===== src/rtl/return_stack_pkg.sv =====
// Shared constants and CALL/RET operation encoding for the return-address stack.
package return_stack_pkg;

  localparam int unsigned PC_WIDTH    = 10;
  localparam int unsigned STACK_DEPTH = 8;

  // Encoding is {push, pop} as driven by the control unit.
  typedef enum logic [1:0] {
    OP_IDLE    = 2'b00,
    OP_POP     = 2'b01,
    OP_PUSH    = 2'b10,
    OP_REPLACE = 2'b11
  } stack_op_e;

  function automatic stack_op_e decode_op(input logic push, input logic pop);
    return stack_op_e'({push, pop});
  endfunction

endpackage


===== src/rtl/return_stack_ptr.sv =====
// Saturating up/down occupancy counter for the return stack; owns count, empty and full.
module stack_ptr #(
  parameter  int unsigned DEPTH = 8,
  localparam int unsigned CW    = $clog2(DEPTH + 1)
) (
  input  logic          clk,
  input  logic          rst_n,
  input  logic          inc,
  input  logic          dec,
  output logic [CW-1:0] count,
  output logic          empty,
  output logic          full
);

  logic [CW-1:0] count_q, count_d;

  always_comb begin
    count_d = count_q;
    if (inc && !dec && count_q != CW'(DEPTH)) begin
      count_d = count_q + CW'(1);
    end else if (dec && !inc && count_q != '0) begin
      count_d = count_q - CW'(1);
    end
  end

  always_ff @(posedge clk or negedge rst_n) begin
    if (!rst_n) begin
      count_q <= '0;
    end else begin
      count_q <= count_d;
    end
  end

  assign count = count_q;
  assign empty = (count_q == '0);
  assign full  = (count_q == CW'(DEPTH));

endmodule


===== src/rtl/return_stack.sv =====
// LIFO of return addresses: CALL pushes PC+1, RET pops; top entry drives Q with a sticky misuse flag.
module return_stack
  import return_stack_pkg::*;
#(
  parameter  int unsigned WIDTH = PC_WIDTH,
  parameter  int unsigned DEPTH = STACK_DEPTH,
  localparam int unsigned CW    = $clog2(DEPTH + 1)
) (
  input  logic             clk,
  input  logic             reset,
  input  logic             push,
  input  logic             pop,
  input  logic             clr_err,
  input  logic [WIDTH-1:0] D,
  output logic [WIDTH-1:0] Q,
  output logic             empty,
  output logic             full,
  output logic [CW-1:0]    count,
  output logic             error
);

  localparam int unsigned AW = $clog2(DEPTH);

  logic [WIDTH-1:0] mem_q [DEPTH];
  logic             error_q, error_d;

  stack_op_e        op;
  logic             inc, dec, wr_en, err_set;
  logic [AW-1:0]    wr_idx, top_idx, cnt_idx;

  assign top_idx = AW'(count - CW'(1));
  assign cnt_idx = AW'(count);

  stack_ptr #(.DEPTH(DEPTH)) u_ptr (
    .clk   (clk),
    .rst_n (reset),
    .inc   (inc),
    .dec   (dec),
    .count (count),
    .empty (empty),
    .full  (full)
  );

  always_comb begin
    op      = decode_op(push, pop);
    inc     = 1'b0;
    dec     = 1'b0;
    wr_en   = 1'b0;
    err_set = 1'b0;
    wr_idx  = cnt_idx;
    unique case (op)
      OP_IDLE: ;
      OP_PUSH: begin
        if (full) begin
          err_set = 1'b1;
        end else begin
          wr_en = 1'b1;
          inc   = 1'b1;
        end
      end
      OP_POP: begin
        if (empty) begin
          err_set = 1'b1;
        end else begin
          dec = 1'b1;
        end
      end
      OP_REPLACE: begin
        // Empty replace still lands D in slot 0 and counts as an underflow.
        wr_en = 1'b1;
        if (empty) begin
          inc     = 1'b1;
          err_set = 1'b1;
        end else begin
          wr_idx = top_idx;
        end
      end
    endcase
  end

  assign error_d = err_set | (error_q & ~clr_err);

  always_ff @(posedge clk or negedge reset) begin
    if (!reset) begin
      for (int unsigned i = 0; i < DEPTH; i++) begin
        mem_q[i] <= '0;
      end
      error_q <= 1'b0;
    end else begin
      if (wr_en) begin
        mem_q[wr_idx] <= D;
      end
      error_q <= error_d;
    end
  end

  assign Q     = empty ? '0 : mem_q[top_idx];
  assign error = error_q;

endmodule

===== config.mk =====
export PLATFORM = sky130hd
export DESIGN_NAME = return_stack
export DESIGN_NICKNAME = d
export VERILOG_FILES = /design/src/rtl/return_stack_pkg.sv /design/src/rtl/return_stack_ptr.sv /design/src/rtl/return_stack.sv
export SDC_FILE = /design/constraint.sdc
export NUM_CORES = 1
export LEC_CHECK = 0
export ABC_CLOCK_PERIOD_IN_PS = 11090
export CAP_MARGIN = 0
export CORE_AREA = 4 4 100 102
export DETAILED_ROUTE_END_ITERATION = 6
export DIE_AREA = 0 0 104 106
export PLACE_DENSITY_LB_ADDON = 0.15
export REMOVE_ABC_BUFFERS = 1
export SYNTH_ARGS = -nofsm -noshare
export SYNTH_HDL_FRONTEND = slang
export SYNTH_SLANG_ARGS = --single-unit

===== constraint.sdc =====
create_clock -name clk -period 11.09 [get_ports clk]
set_clock_uncertainty 0.2 [all_clocks]
set_input_delay 3.327 -clock clk [delete_from_list [all_inputs] [get_ports clk]]
set_output_delay 3.327 -clock clk [all_outputs]
set_load 0.01 [all_outputs]

== Word-level counts from Yosys, hierarchy flattened ==
Cells that the tools add are included.

* Register bits after elaboration: 85
* Bits in latches: 0
* Memory bits (writable): 0
* Memory bits (read-only): 0
* Bits of input ports: 15
* Output and inout bits: 17
* Logic and storage cells: 55
* Memories kept: 0

* Add/sub/neg operators: 2
* Multipliers: 0
* Divide/modulo/power cells: 0
* Magnitude comparators: 3
* Equality and inequality tests: 5
* Shifts and indexed selects: 0
* Multiplexer cells: 19
* Bitwise logic cells: 5
* Reductions and logical operators: 11

{| class="wikitable"
|+ Operator list
! operator !! count
|-
| $bwmux 80 || 1
|-
| $mux 10 || 4
|-
| $bmux 10 s3 || 1
|-
| $demux 10 s3 || 1
|-
| $ge 4x4->1 const B || 2
|-
| $mux 4 || 2
|-
| $not 3->4 || 2
|-
| $mux 3 || 2
|-
| $pmux 1 s2 || 3
|-
| $logic_and 1x1->1 || 5
|-
| $mux 1 || 5
|-
| $add 4x1->4 const B || 1
|-
| $eq 2x2->1 const B || 2
|-
| $eq 4x4->1 const B || 1
|-
| $logic_not 4->1 || 1
|-
| $lt 4x1->1 const B || 1
|-
| $ne 4x4->1 const B || 1
|-
| $reduce_bool 4->1 || 1
|-
| $sub 4x1->4 const B || 1
|-
| $eq 2x1->1 const B || 1
|-
| $logic_not 1->1 || 2
|-
| $reduce_bool 2->1 || 1
|-
| $reduce_or 2->1 || 1
|-
| $and 1x1->1 || 1
|-
| 2 further kinds || 2
|}

== Depth between registers and ports, before layout ==
* Depth in word-level cells: 9
* Gate-level depth with buffers: 10
* Depth with buffers taken out: 6

== Modules after synthesis ==
A second synthesis with hierarchy kept.

* Cells, all modules: 276
* Area total of the unflattened synthesis: 4,155.2 µm²

{| class="wikitable"
|+ Modules (own cells, without submodules)
! module !! times used !! cells an instance !! area each (µm²) !! seq. area each (µm²)
|-
| return_stack || 1 || 251 || 3,857.4 || 2,026.9
|-
| stack_ptr || 1 || 25 || 297.8 || 100.1
|}

== Worst setup path after synthesis ==
No wires, ideal clock.

* Path kind: reg2out
* From: register u_ptr.count_q[0], in the netlist u_ptr.count[0]
* To: output port Q[1]
* Arrival time: 2.532 ns
* Required time: 7.563 ns
* Slack: 5.031 ns
* Cell stages (with the launch flop): 10
* Path buffers: 4
* Path through: dfrtp_1 -> buf_2 -> buf_2 -> buf_6 -> inv_1 -> ha_1 -> clkbuf_1 -> mux4_2 -> a221oi_1 -> a31oi_1

* Longest elaborated chain between the ends: 6
* Elaborated cells on any way between the ends: 7
* Those cells by class: add/sub (1); mux (4); bitwise (1); reduce/logical (1)

{| class="wikitable"
|+ RTL lines
! element !! line !! text
|-
| from (decl) || return_stack_ptr.sv:15 || <nowiki>logic [CW-1:0] count_q, count_d;</nowiki>
|-
| from (signal assigned) || return_stack_ptr.sv:30 || <nowiki>count_q <= count_d;</nowiki>
|-
| $sub 4x1->4 || -- ||
|-
| named net top_idx[0] || return_stack.sv:29 || <nowiki>logic [AW-1:0] wr_idx, top_idx, cnt_idx;</nowiki>
|-
| $not 3->4 (not written as such) || return_stack.sv:97 || <nowiki>assign Q = empty ? '0 : mem_q[top_idx];</nowiki>
|-
| $bmux 10 s3 || return_stack.sv:97 ||
|-
| $mux 10 (not written as such) (2 in series) || return_stack.sv:97 ||
|-
| $mux 10 || return_stack.sv:97 ||
|-
| to (decl) || return_stack.sv:15 || <nowiki>output logic [WIDTH-1:0] Q,</nowiki>
|}

The timed path passes the listed nets, and every way through them passes these cells. The select of a mux whose other input is x is not followed.

== Final worst setup path ==
* From: register u_ptr.count_q[1], in the netlist u_ptr.count[1]
* To: output port Q[9]

* Longest elaborated chain between the ends: 6
* Elaborated cells on any way between the ends: 7
* Those cells by class: add/sub (1); mux (4); bitwise (1); reduce/logical (1)

{| class="wikitable"
|+ RTL lines
! element !! line
|-
| $sub 4x1->4 || --
|-
| $not 3->4 (not written as such) || return_stack.sv:97
|-
| $bmux 10 s3 || return_stack.sv:97
|-
| $mux 10 (not written as such) (2 in series) || return_stack.sv:97
|-
| $mux 10 * || return_stack.sv:97
|}

Every way passes the cells marked *; elsewhere a longest branch is shown, timed or not. The select of a mux whose other input is x is not followed.

==> metrics.txt <==
status finished, final reports clean; CTS Root Cell clkbuf_8; drt via density 6.09; final wirelength 9.40 mm; I/O pin total 32; wire length on met1 4.43 mm; core area 9110 um^2; antenna-violating nets left 0; maximum clock frequency 144 MHz; worst slack, placed 4500 ps; Top FF cell, synth dfrtp_1; die area 11000 um^2; Yosys top cell area share 0.480; CP cell instances inv_1, ha_1, mux4_2, a221oi_1, a31oi_1, clkdlybuf4s50_1; fin crit period 6960 ps; CP max stage cell ha_1; Seq/Total Area, Yosys 0.480; DRC Markers 0; met3 wire len 390 um; Setup violations, final 0; Synth Cell Area 4430 um^2; Yosys warning count 0; first-pass GRT wire length 15.5 mm; maximum buffer depth of the clock tree 2; clk_lat worst skew 350 ps; CP Data Arrival Time 3430 ps; met2 routed WL 4.46 mm; crit-path max FO 24; most common cell in the netlist dfrtp_1; unrepaired setup endpoints after global routing no; post-synthesis cell type count 51; CTS buffer count 9; fillers 768; max-slew violations 0; Required @ worst endpoint 7560 ps; Final Worst Setup Slack 4130 ps; critical path type flop to primary output; clk slew on worst S/H paths 80 ps; Final Hold Fails 0; Worst-Margin Slew 1120 ps; post-CTS setup buffer count 0; worst hold-check path type flop to flop; placed inst area 4810 um^2; uppermost layer routed met4; DRT Pass-1 Iters 4; initial DRC count 99; period utilisation layout 0.627; total number of vias 2771; Yosys reg bits 85; Setup TNS Final 0 ps; leakage 2.01 nW; synthesized netlist cell count 316; TritonCTS clock tree done; ANT cells 0; htree depth 3; Max rail drop VDD 113 uV; Sink Count 85; crit end category primary output; vias in the first global route 2839; largest net degree at the start of global routing 64; initial core utilization 0.487; Critical Path Start Type flop; final net count 357; ratio of cells with drive above 1 in the final layout 0.395; Rows 35; global route overflow 0; total power density per cell area 333 nW/um^2; post-synth top area cell dfrtp_1; number of port buffers 31; Layout area overhead 13.0%; Die Wd 104 um; hold_buf cts 0; Slew Limit Headroom 0.254; Worst path max stage delay 1040 ps; height of the die 106 um; Commonest cells post-synth 85 x dfrtp_1, 80 x mux2_2, 26 x nand2_1; Placer Congestion 0.758; Routed WL per cell 20.7 um; gr usage total 0.182; dpl hpwl 5.59 mm; final instance area 5010 um^2; PostCTS Resize Cnt 0; MaxCap Viol Count 0; top cells by area in the synthesized netlist dfrtp_1 48%, mux2_2 20%, mux4_2 10%, nand2_1 2.2%, a221oi_1 2.0%; syn_area_per_cell 14.0 um^2; EDFF count, synth 0; initial antenna violation count 0; ys async rst share 1.00
per-stage QoR:
| step | std cells | hold slack (ps) | util | total power, mW |
|---|---|---|---|---|
| finish | 455 | 304 | 0.550 | 1.67 |
| global route | 455 | 318 | 0.550 | 1.78 |
| CTS | 455 | 307 | 0.550 | 1.68 |
| detailed placement | 440 | 288 | 0.528 | 1.45 |
| global placement | 440 | 282 | 0.528 | 1.43 |
| floorplan | 294 | 274 | - | 1.16 |
logic make-up (layout without fill, tap and decap cells):
logic type / count (synthesis) / after routing / synth area share
adder cells (fa/ha/maj): 2 / 2 / 0.00564
buffers and inverters: 27 / 55 / 0.0282
flip-flops: 85 / 85 / 0.480
AND/OR/NAND/NOR: 53 / 53 / 0.0787
XOR/XNOR: 3 / 3 / 0.00593
AO/OA/AOI/OAI: 45 / 45 / 0.0948
multiplexers: 101 / 101 / 0.307
placed cells by master (no fill, tap or decap), types with 2 or more instances in the layout:
master and count:
dfrtp_1 84, or3_1 2, ha_1 2, nand3b_1 3
a221oi_1 10, a21oi_1 2, nand4_4 3, o211ai_2 2
clkbuf_8 9, o21ai_0 3, o211ai_4 3, clkdlybuf4s50_1 30
clkbuf_1 2, buf_4 5, mux2_2 80, nand2_1 26
o22ai_1 2, bufinv_16 2, a31oi_1 10, xor2_1 2
mux4_2 20, inv_1 5, nor3_1 2, nor2b_1 2
nand3_1 2, nand2b_1 2
path summary, 6_finish.rpt:
| path | endpoint | slack, ps | cells after the start | start |
|---|---|---|---|---|
| hold / removal | mem_q[25]$_DFFE_PN0P_ | 300 | 1 | mem_q[25]$_DFFE_PN0P_ |
| setup reg to reg | mem_q[72]$_DFFE_PN0P_ | 7820 | 5 | u_ptr.count[1]$_DFFE_PN0P_ |
| setup / recovery | Q[9] | 4130 | 6 | u_ptr.count[1]$_DFFE_PN0P_ |
| min in group asynchronous | u_ptr.count[2]$_DFFE_PN0P_ | 2660 | 1 | reset |
| max in group asynchronous | mem_q[15]$_DFFE_PN0P_ | 6940 | 2 | reset |
| hold reg to reg | mem_q[25]$_DFFE_PN0P_ | 300 | 1 | mem_q[25]$_DFFE_PN0P_ |
flip-flops by register name, summed over array words and instances, names as in the netlist:
signal,cells
mem_q,80
u_ptr.count,4
error,1
power breakdown:
group	switching [mW]	leakage, nW	total [mW]	internal [mW]
Clock	0.106	0.103	0.232	0.126
Sequential	0.0797	1.02	0.546	0.466
Combinational	0.412	0.883	0.893	0.481
Total	0.598	2.01	1.67	1.07
critical path, delay by kind of cell, from the launching register on:
kind / cells / cell delay, ps
flops: 1 / 530
mux: 1 / 440
buf+inv: 2 / 620
fa+ha+maj: 1 / 1040
compound gates: 2 / 450
cell type report:
class	instances	area, um^2	area share
Tap cell	111	139	0.0277
Clock inverter	4	73.8	0.0147
Multi-Input combinational cell	204	2180	0.435
Inverter	5	18.8	0.00375
Sequential cell	85	2130	0.425
Timing Repair Buffer	35	338	0.0674
Clock buffer	11	131	0.0262
layer usage:
metal | GRT usage | vias to the layer above
met5 | 0 | -
met2 | 0.291 | 55
met3 | 0.0455 | 11
met4 | 0.0475 | 0
li1 | - | 1261
met1 | 0.250 | 1444
(Power assumes the default switching activity.)
